**config.mk**
```make
export PLATFORM = sky130hd
export DESIGN_NAME = mem_access_unit_flat
export DESIGN_NICKNAME = d
export VERILOG_FILES = /design/src/rtl/mem_access_unit_pkg.sv /design/src/rtl/mem_access_unit_if.sv /design/src/rtl/mem_access_unit_store_align.sv /design/src/rtl/mem_access_unit.sv /design/src/flat_wrapper.sv
export SDC_FILE = /design/constraint.sdc
export NUM_CORES = 1
export LEC_CHECK = 0
export ABC_AREA = 1
export CAP_MARGIN = 10
export CORE_ASPECT_RATIO = 0.9
export CORE_MARGIN = 2
export CORE_UTILIZATION = 35
export DETAILED_ROUTE_END_ITERATION = 7
export PLACE_DENSITY = 0.68
export SYNTH_ARGS = -nofsm -noshare
export SYNTH_HDL_FRONTEND = slang
export SYNTH_SLANG_ARGS = --single-unit
```
**constraint.sdc**
```tcl
create_clock -name clk -period 2.75 [get_ports clk]
set_input_delay 0.55 -clock clk [delete_from_list [all_inputs] [get_ports clk]]
set_output_delay 0.55 -clock clk [all_outputs]
set_load 0.005 [all_outputs]
```
**src/rtl/mem_access_unit_pkg.sv**
```systemverilog
// mem_access_unit_pkg: shared widths, access-size and FSM encodings, and
// small decode helpers for the MEM-stage data-memory access unit.
//   DATA_WIDTH / ADDR_WIDTH : default data path and byte-address widths
//   BE_WIDTH                : byte enables per data word
//   size_e                  : access size decoded from funct3[1:0]
//   state_e                 : access FSM states
package mem_access_unit_pkg;

    localparam int DATA_WIDTH = 32;
    localparam int ADDR_WIDTH = 32;
    localparam int BE_WIDTH   = DATA_WIDTH / 8;

    typedef enum logic [1:0] {
        SZ_BYTE = 2'b00,
        SZ_HALF = 2'b01,
        SZ_WORD = 2'b10
    } size_e;

    typedef enum logic [1:0] {
        S_IDLE   = 2'b00,
        S_REQ    = 2'b01,
        S_WAIT_R = 2'b10,
        S_DONE   = 2'b11
    } state_e;

    // funct3[1:0]: 00 byte, 01 half, 1x word. funct3[2] (signedness) is
    // the load data unit's business.
    function automatic size_e decode_size(input logic [1:0] f);
        case (f)
            2'b00:   return SZ_BYTE;
            2'b01:   return SZ_HALF;
            default: return SZ_WORD;
        endcase
    endfunction

    function automatic logic is_misaligned(input size_e sz, input logic [1:0] off);
        case (sz)
            SZ_HALF: return off[0];
            SZ_WORD: return |off;
            default: return 1'b0;
        endcase
    endfunction

endpackage

```
**src/rtl/mem_access_unit_if.sv**
```systemverilog
// mem_access_unit_if: data-memory request/response bus.
//   DMem_Req/DMem_Ready : request handshake (held stable until Ready)
//   DMem_We, DMem_Addr, DMem_BE, DMem_WData : request fields
//   DMem_RValid/DMem_RData : read response
// master = access unit, slave = data memory.
interface mem_access_unit_if #(
    parameter int DATA_WIDTH = 32,
    parameter int ADDR_WIDTH = 32
) ();
    logic                    DMem_Req;
    logic                    DMem_Ready;
    logic                    DMem_We;
    logic [ADDR_WIDTH-1:0]   DMem_Addr;
    logic [DATA_WIDTH/8-1:0] DMem_BE;
    logic [DATA_WIDTH-1:0]   DMem_WData;
    logic                    DMem_RValid;
    logic [DATA_WIDTH-1:0]   DMem_RData;

    modport master (
        output DMem_Req, DMem_We, DMem_Addr, DMem_BE, DMem_WData,
        input  DMem_Ready, DMem_RValid, DMem_RData
    );

    modport slave (
        input  DMem_Req, DMem_We, DMem_Addr, DMem_BE, DMem_WData,
        output DMem_Ready, DMem_RValid, DMem_RData
    );
endinterface

```
**src/rtl/mem_access_unit_store_align.sv**
```systemverilog
// store_align: purely combinational store lane alignment.
//   size   : access size
//   offset : byte offset addr[1:0]
//   data   : rs2 value
//   be     : byte enables for the addressed lanes
//   wdata  : store data replicated across all lanes so memory can pick
//            the enabled ones without a shifter
module store_align
    import mem_access_unit_pkg::*;
#(
    parameter int DATA_WIDTH = mem_access_unit_pkg::DATA_WIDTH
) (
    input  size_e                   size,
    input  logic [1:0]              offset,
    input  logic [DATA_WIDTH-1:0]   data,
    output logic [DATA_WIDTH/8-1:0] be,
    output logic [DATA_WIDTH-1:0]   wdata
);
    localparam int LANES = DATA_WIDTH / 8;

    always_comb begin
        be    = '1;
        wdata = data;
        case (size)
            SZ_BYTE: begin
                be    = LANES'(1) << offset;
                wdata = {LANES{data[7:0]}};
            end
            SZ_HALF: begin
                be    = LANES'(3) << {offset[1], 1'b0};
                wdata = {(LANES/2){data[15:0]}};
            end
            default: begin
                be    = '1;
                wdata = data;
            end
        endcase
    end
endmodule

```
**src/rtl/mem_access_unit.sv**
```systemverilog
// mem_access_unit: MEM-stage load/store unit. Checks alignment, runs the
// request/response handshake with data memory and stalls the pipeline
// until the access completes.
//   clk, rst_n        : clock, async active-low reset
//   MEM_MemRead/Write : access request from EX/MEM (write wins)
//   MEM_Funct3        : access size in [1:0]
//   MEM_Addr          : byte address
//   MEM_Store_Data    : rs2 value
//   dmem              : data-memory bus (master side)
//   Mem_R_Data        : read word shifted down to the addressed byte
//   Mem_Stall         : freeze IF..MEM
//   Misalign_Exc      : one-cycle misaligned-access flag (in DONE)
module mem_access_unit
    import mem_access_unit_pkg::*;
#(
    parameter int DATA_WIDTH = mem_access_unit_pkg::DATA_WIDTH,
    parameter int ADDR_WIDTH = mem_access_unit_pkg::ADDR_WIDTH
) (
    input  logic                  clk,
    input  logic                  rst_n,
    input  logic                  MEM_MemRead,
    input  logic                  MEM_MemWrite,
    input  logic [2:0]            MEM_Funct3,
    input  logic [ADDR_WIDTH-1:0] MEM_Addr,
    input  logic [DATA_WIDTH-1:0] MEM_Store_Data,
    mem_access_unit_if.master     dmem,
    output logic [DATA_WIDTH-1:0] Mem_R_Data,
    output logic                  Mem_Stall,
    output logic                  Misalign_Exc
);
    localparam int BEW = DATA_WIDTH / 8;

    state_e     state;
    logic       store_q;
    logic [1:0] off_q;

    logic                  access;
    size_e                 size;
    logic                  misaligned;
    logic [BEW-1:0]        sa_be;
    logic [DATA_WIDTH-1:0] sa_wdata;

    // funct3[2] only selects sign extension downstream.
    logic unused_ok;
    assign unused_ok = MEM_Funct3[2];

    assign access     = MEM_MemRead | MEM_MemWrite;
    assign size       = decode_size(MEM_Funct3[1:0]);
    assign misaligned = is_misaligned(size, MEM_Addr[1:0]);

    store_align #(.DATA_WIDTH(DATA_WIDTH)) u_store_align (
        .size   (size),
        .offset (MEM_Addr[1:0]),
        .data   (MEM_Store_Data),
        .be     (sa_be),
        .wdata  (sa_wdata)
    );

    always_ff @(posedge clk or negedge rst_n) begin
        if (!rst_n) begin
            state           <= S_IDLE;
            store_q         <= 1'b0;
            off_q           <= 2'b00;
            dmem.DMem_Req   <= 1'b0;
            dmem.DMem_We    <= 1'b0;
            dmem.DMem_Addr  <= '0;
            dmem.DMem_BE    <= '0;
            dmem.DMem_WData <= '0;
            Mem_R_Data      <= '0;
            Misalign_Exc    <= 1'b0;
        end else begin
            Misalign_Exc <= 1'b0;
            case (state)
                S_IDLE: begin
                    if (access) begin
                        if (misaligned) begin
                            Misalign_Exc <= 1'b1;
                            state        <= S_DONE;
                        end else begin
                            dmem.DMem_Req   <= 1'b1;
                            dmem.DMem_We    <= MEM_MemWrite;
                            dmem.DMem_Addr  <= {MEM_Addr[ADDR_WIDTH-1:2], 2'b00};
                            dmem.DMem_BE    <= MEM_MemWrite ? sa_be : '1;
                            dmem.DMem_WData <= MEM_MemWrite ? sa_wdata : '0;
                            store_q         <= MEM_MemWrite;
                            off_q           <= MEM_Addr[1:0];
                            state           <= S_REQ;
                        end
                    end
                end
                S_REQ: begin
                    if (dmem.DMem_Ready) begin
                        dmem.DMem_Req <= 1'b0;
                        dmem.DMem_We  <= 1'b0;
                        state         <= store_q ? S_DONE : S_WAIT_R;
                    end
                end
                S_WAIT_R: begin
                    if (dmem.DMem_RValid) begin
                        Mem_R_Data <= dmem.DMem_RData >> {off_q, 3'b000};
                        state      <= S_DONE;
                    end
                end
                default: state <= S_IDLE;
            endcase
        end
    end

    always_comb begin
        Mem_Stall = 1'b0;
        case (state)
            S_IDLE:   Mem_Stall = access;
            S_REQ:    Mem_Stall = 1'b1;
            S_WAIT_R: Mem_Stall = 1'b1;
            default:  Mem_Stall = 1'b0;
        endcase
    end
endmodule

```
**src/flat_wrapper.sv**
```systemverilog
// flat-port wrapper written by rule: the top's interface ports become plain ports
module mem_access_unit_flat import mem_access_unit_pkg::*;
#(
    parameter int DATA_WIDTH = mem_access_unit_pkg::DATA_WIDTH,
    parameter int ADDR_WIDTH = mem_access_unit_pkg::ADDR_WIDTH
)
  (clk, rst_n, MEM_MemRead, MEM_MemWrite, MEM_Funct3, MEM_Addr, MEM_Store_Data, Mem_R_Data, Mem_Stall, Misalign_Exc, dmem_DMem_Req, dmem_DMem_We, dmem_DMem_Addr, dmem_DMem_BE, dmem_DMem_WData, dmem_DMem_Ready, dmem_DMem_RValid, dmem_DMem_RData);
  mem_access_unit_if #(.DATA_WIDTH(DATA_WIDTH), .ADDR_WIDTH(ADDR_WIDTH)) dmem_i ();
  input  logic clk;
  input  logic rst_n;
  input  logic MEM_MemRead;
  input  logic MEM_MemWrite;
  input  logic [2:0] MEM_Funct3;
  input  logic [ADDR_WIDTH-1:0] MEM_Addr;
  input  logic [DATA_WIDTH-1:0] MEM_Store_Data;
  output logic [DATA_WIDTH-1:0] Mem_R_Data;
  output logic Mem_Stall;
  output logic Misalign_Exc;
  output wire logic [$bits(dmem_i.DMem_Req)-1:0] dmem_DMem_Req;
  output wire logic [$bits(dmem_i.DMem_We)-1:0] dmem_DMem_We;
  output wire logic [$bits(dmem_i.DMem_Addr)-1:0] dmem_DMem_Addr;
  output wire logic [$bits(dmem_i.DMem_BE)-1:0] dmem_DMem_BE;
  output wire logic [$bits(dmem_i.DMem_WData)-1:0] dmem_DMem_WData;
  input wire logic [$bits(dmem_i.DMem_Ready)-1:0] dmem_DMem_Ready;
  input wire logic [$bits(dmem_i.DMem_RValid)-1:0] dmem_DMem_RValid;
  input wire logic [$bits(dmem_i.DMem_RData)-1:0] dmem_DMem_RData;
  assign dmem_DMem_Req = dmem_i.DMem_Req;
  assign dmem_DMem_We = dmem_i.DMem_We;
  assign dmem_DMem_Addr = dmem_i.DMem_Addr;
  assign dmem_DMem_BE = dmem_i.DMem_BE;
  assign dmem_DMem_WData = dmem_i.DMem_WData;
  assign dmem_i.DMem_Ready = dmem_DMem_Ready;
  assign dmem_i.DMem_RValid = dmem_DMem_RValid;
  assign dmem_i.DMem_RData = dmem_DMem_RData;
  mem_access_unit #(.DATA_WIDTH(DATA_WIDTH), .ADDR_WIDTH(ADDR_WIDTH)) u_core (.clk(clk), .rst_n(rst_n), .MEM_MemRead(MEM_MemRead), .MEM_MemWrite(MEM_MemWrite), .MEM_Funct3(MEM_Funct3), .MEM_Addr(MEM_Addr), .MEM_Store_Data(MEM_Store_Data), .dmem(dmem_i), .Mem_R_Data(Mem_R_Data), .Mem_Stall(Mem_Stall), .Misalign_Exc(Misalign_Exc));
endmodule
```
==> reports/qor.csv <==
metric;value;unit
sequential cell area;2650;um^2
yosys warns;0;
Rel. slew slack;39.5;%
HP Class;input port to async pin;
Final Hold Vio Count;0;
worst setup margin;0.165;ns
power density over the cells;969;nW/um^2
hpwl dp;10300;um
# fillers;1337;
leading cell type in the layout, fill and taps excluded;nand2_1;
drt pass-1 iters;5;
Antenna Cells;0;
setup TNS;0;ns
CP startpoint;u_core.state[0]$_DFFE_PN0P_;
Fmax;387;MHz
cell area after synthesis;5050;um^2
drt drc;0;
crit-path leading delay family;buffers and inverters;
routed length per instance;14.9;um
outcome;finished clean;
Reg clk slew, reported paths;0.07;ns
final worst-path cycle share;94.0;%
post-synth cell types;28;
area grow syn2layout;47.8;%
post-CTS sizing;0;
flop and latch count out of synthesis;106;
internal power;0.00478;W
Detail Route Antenna Nets;0;
CP Data Required Time;2.20;ns
Syn Inst Count;599;
Post-CTS Setup Bufs;0;
Multi-input gate area;2080;um^2
vias;4760;
DIE AREA;15400;um^2
H-Tree Depth;3;
commonest non-fill, non-tap cells in the layout;234 x nand2_1, 204 x clkdlybuf4s50_1, 106 x dfrtp_1;
crit path launch type;flop;
post-synthesis sequential area ratio;52.5;%
clock buffer depth;2;
actual slew at the worst max-slew pin;0.906;ns
Comb power frac;46.0;%
Die Ht;118;um
# rows;41;
clk_skew;0.00886;ns
MaxCap Viol Count;0;
number of vias per cell;4.82;
crit-path cells;inv_1 -> ha_1 -> inv_1 -> nor2_4 -> inv_1 -> a21oi_1 -> clkdlybuf4s50_1;
worst r2r path cells;8;
Sw Share;34.0;%
fraction of layout cells with a size suffix above 1;8.06;%
Final Max Tran Viols;0;
syn avg cell area;8.43;um^2
CP Capture Type;output pin;
worst vdd ir;458;uV
crit path time final;2.58;ns
CTS tree;yes;
cts bufs inserted;9;
CP Max Fanout;4;
Initial Util;35.9;%
sequential share of power;37.2;%
Worst path slowest cell;clkdlybuf4s50_1;
Port Buffers;205;
first-pass GRT wire length;23500;um
antenna violations before repair;0;
Layout Nets;898;
Reg-to-Reg Start;u_core.state[0]$_DFFE_PN0P_;
Boundary Pins;209;
Worst-Skew Late Latency;0.35;ns
Worst R2R End;u_core.dmem.DMem_WData[30]$_DFFE_PN0P_;
Sw Pwr;0.00246;W
clock network fraction of design power;16.8;%
clock root buffer;clkbuf_16;
grt ovf;0;
WL final;14700;um
Crit Path Class;flop to output pin;
First DRT Iteration DRCs;294;
vias in the first global route;4744;
Die Wd;131;um
Total GRT Usage;19.3;%
Leak;3.44;nW
RSZ-0062 raised after global routing;false;
Worst Path Arrival;2.03;ns
pre-CTS setup slack;0.237;ns
Buf+Inv Stages, Crit Path;4;
clock sink total;106;
CP max stage delay;0.51;ns
Reg2Reg Setup Slack;0.95;ns
Core ar.;14100;um^2
GPL Wtd Cong;0.861;
largest net degree at the start of global routing;107;
Final setup viols;0;
cell repeated most along the worst path;inv_1;
CTS Hold Buffers Added;0;
==> synth_stat cells, drive strengths merged <==
| master | instances | area share [%] |
|---|---|---|
| a21oi | 6 | 0.59 |
| a22o | 3 | 0.52 |
| a31o | 1 | 0.17 |
| buf | 27 | 4.1 |
| clkbuf | 8 | 0.59 |
| conb | 1 | 0.074 |
| dfrtp | 106 | 53 |
| ha | 4 | 0.99 |
| inv | 21 | 1.6 |
| nand2 | 235 | 18 |
| nand3 | 25 | 2.7 |
| nor2 | 51 | 4.2 |
| o211ai | 23 | 3.4 |
| o21a | 7 | 1.0 |
| o21ai | 56 | 6.6 |
| o31ai | 5 | 0.74 |
| or2 | 20 | 2.5 |
==> power groups by stage <==
stage	Combinational (W)	Sequential (W)	Clock [W]
final	0.00333	0.00269	0.00122
after global routing	0.00370	0.00277	0.00133
after CTS	0.00338	0.00270	0.00126
after floorplan	0.00141	0.00272	0
after global placement	0.00329	0.00268	0
after detailed placement	0.00337	0.00270	0
==> sequential cells by signal (all words and copies together) (netlist names) <==
name and flops:
u_core.Mem_R_Data 32, u_core.Misalign_Exc 1, u_core.dmem.DMem_Addr 30, u_core.dmem.DMem_BE 4, u_core.dmem.DMem_Req 1, u_core.dmem.DMem_WData 32, u_core.dmem.DMem_We 1, u_core.off_q 2
u_core.state 2, u_core.store_q 1
==> cells by family (layout without fill, tap and decap cells) <==
family / Yosys count / after routing / share of synthesized area (%)
buffers and inverters: 56 / 250 / 6.34
AO/OA/AOI/OAI: 101 / 101 / 13.1
AND/OR/NAND/NOR: 331 / 331 / 27.0
flip-flops: 106 / 106 / 52.5
adder cells (fa/ha/maj): 4 / 4 / 0.991
other: 1 / 2 / 0.0743
==> metrics by stage <==
stage	cell area (um^2)	total power, W	cells	utilization [%]	hold WS, ns
final	7460	0.00723	987	53.1	0.264
after CTS	7460	0.00734	987	53.1	0.291
after floorplan	5050	0.00413	600	-	0.254
after detailed placement	7190	0.00607	971	51.1	0.464
after global routing	7460	0.00780	987	53.1	0.295
after global placement	7190	0.00597	971	51.1	0.460
==> worst max-delay path by stage <==
stage,to,slack (ns),cells after the start
global placement,Mem_Stall,0.22,6
floorplan,Mem_Stall,1.15,6
global route,Mem_Stall,0.03,7
CTS,Mem_Stall,0.14,7
detailed placement,Mem_Stall,0.24,6
finish,Mem_Stall,0.17,7
==> per-layer routing <==
metal | vias to the layer above | part of all wire, % | track usage (%)
met5 | - | 0 | 0
met4 | 0 | 1.7 | 6.72
met3 | 24 | 10 | 7.68
met2 | 197 | 47 | 30.8
met1 | 2235 | 41 | 23.7
li1 | 2304 | - | -
==> cell type report <==
| class | count | area share [%] |
|---|---|---|
| clock inverter | 4 | 0.369 |
| inverter | 21 | 1.09 |
| sequential | 106 | 35.5 |
| multi-input combinational | 438 | 27.9 |
| clock buffer | 12 | 3.30 |
| timing repair buffer | 213 | 28.6 |
| tap | 193 | 3.24 |
(Power assumes the default switching activity.)
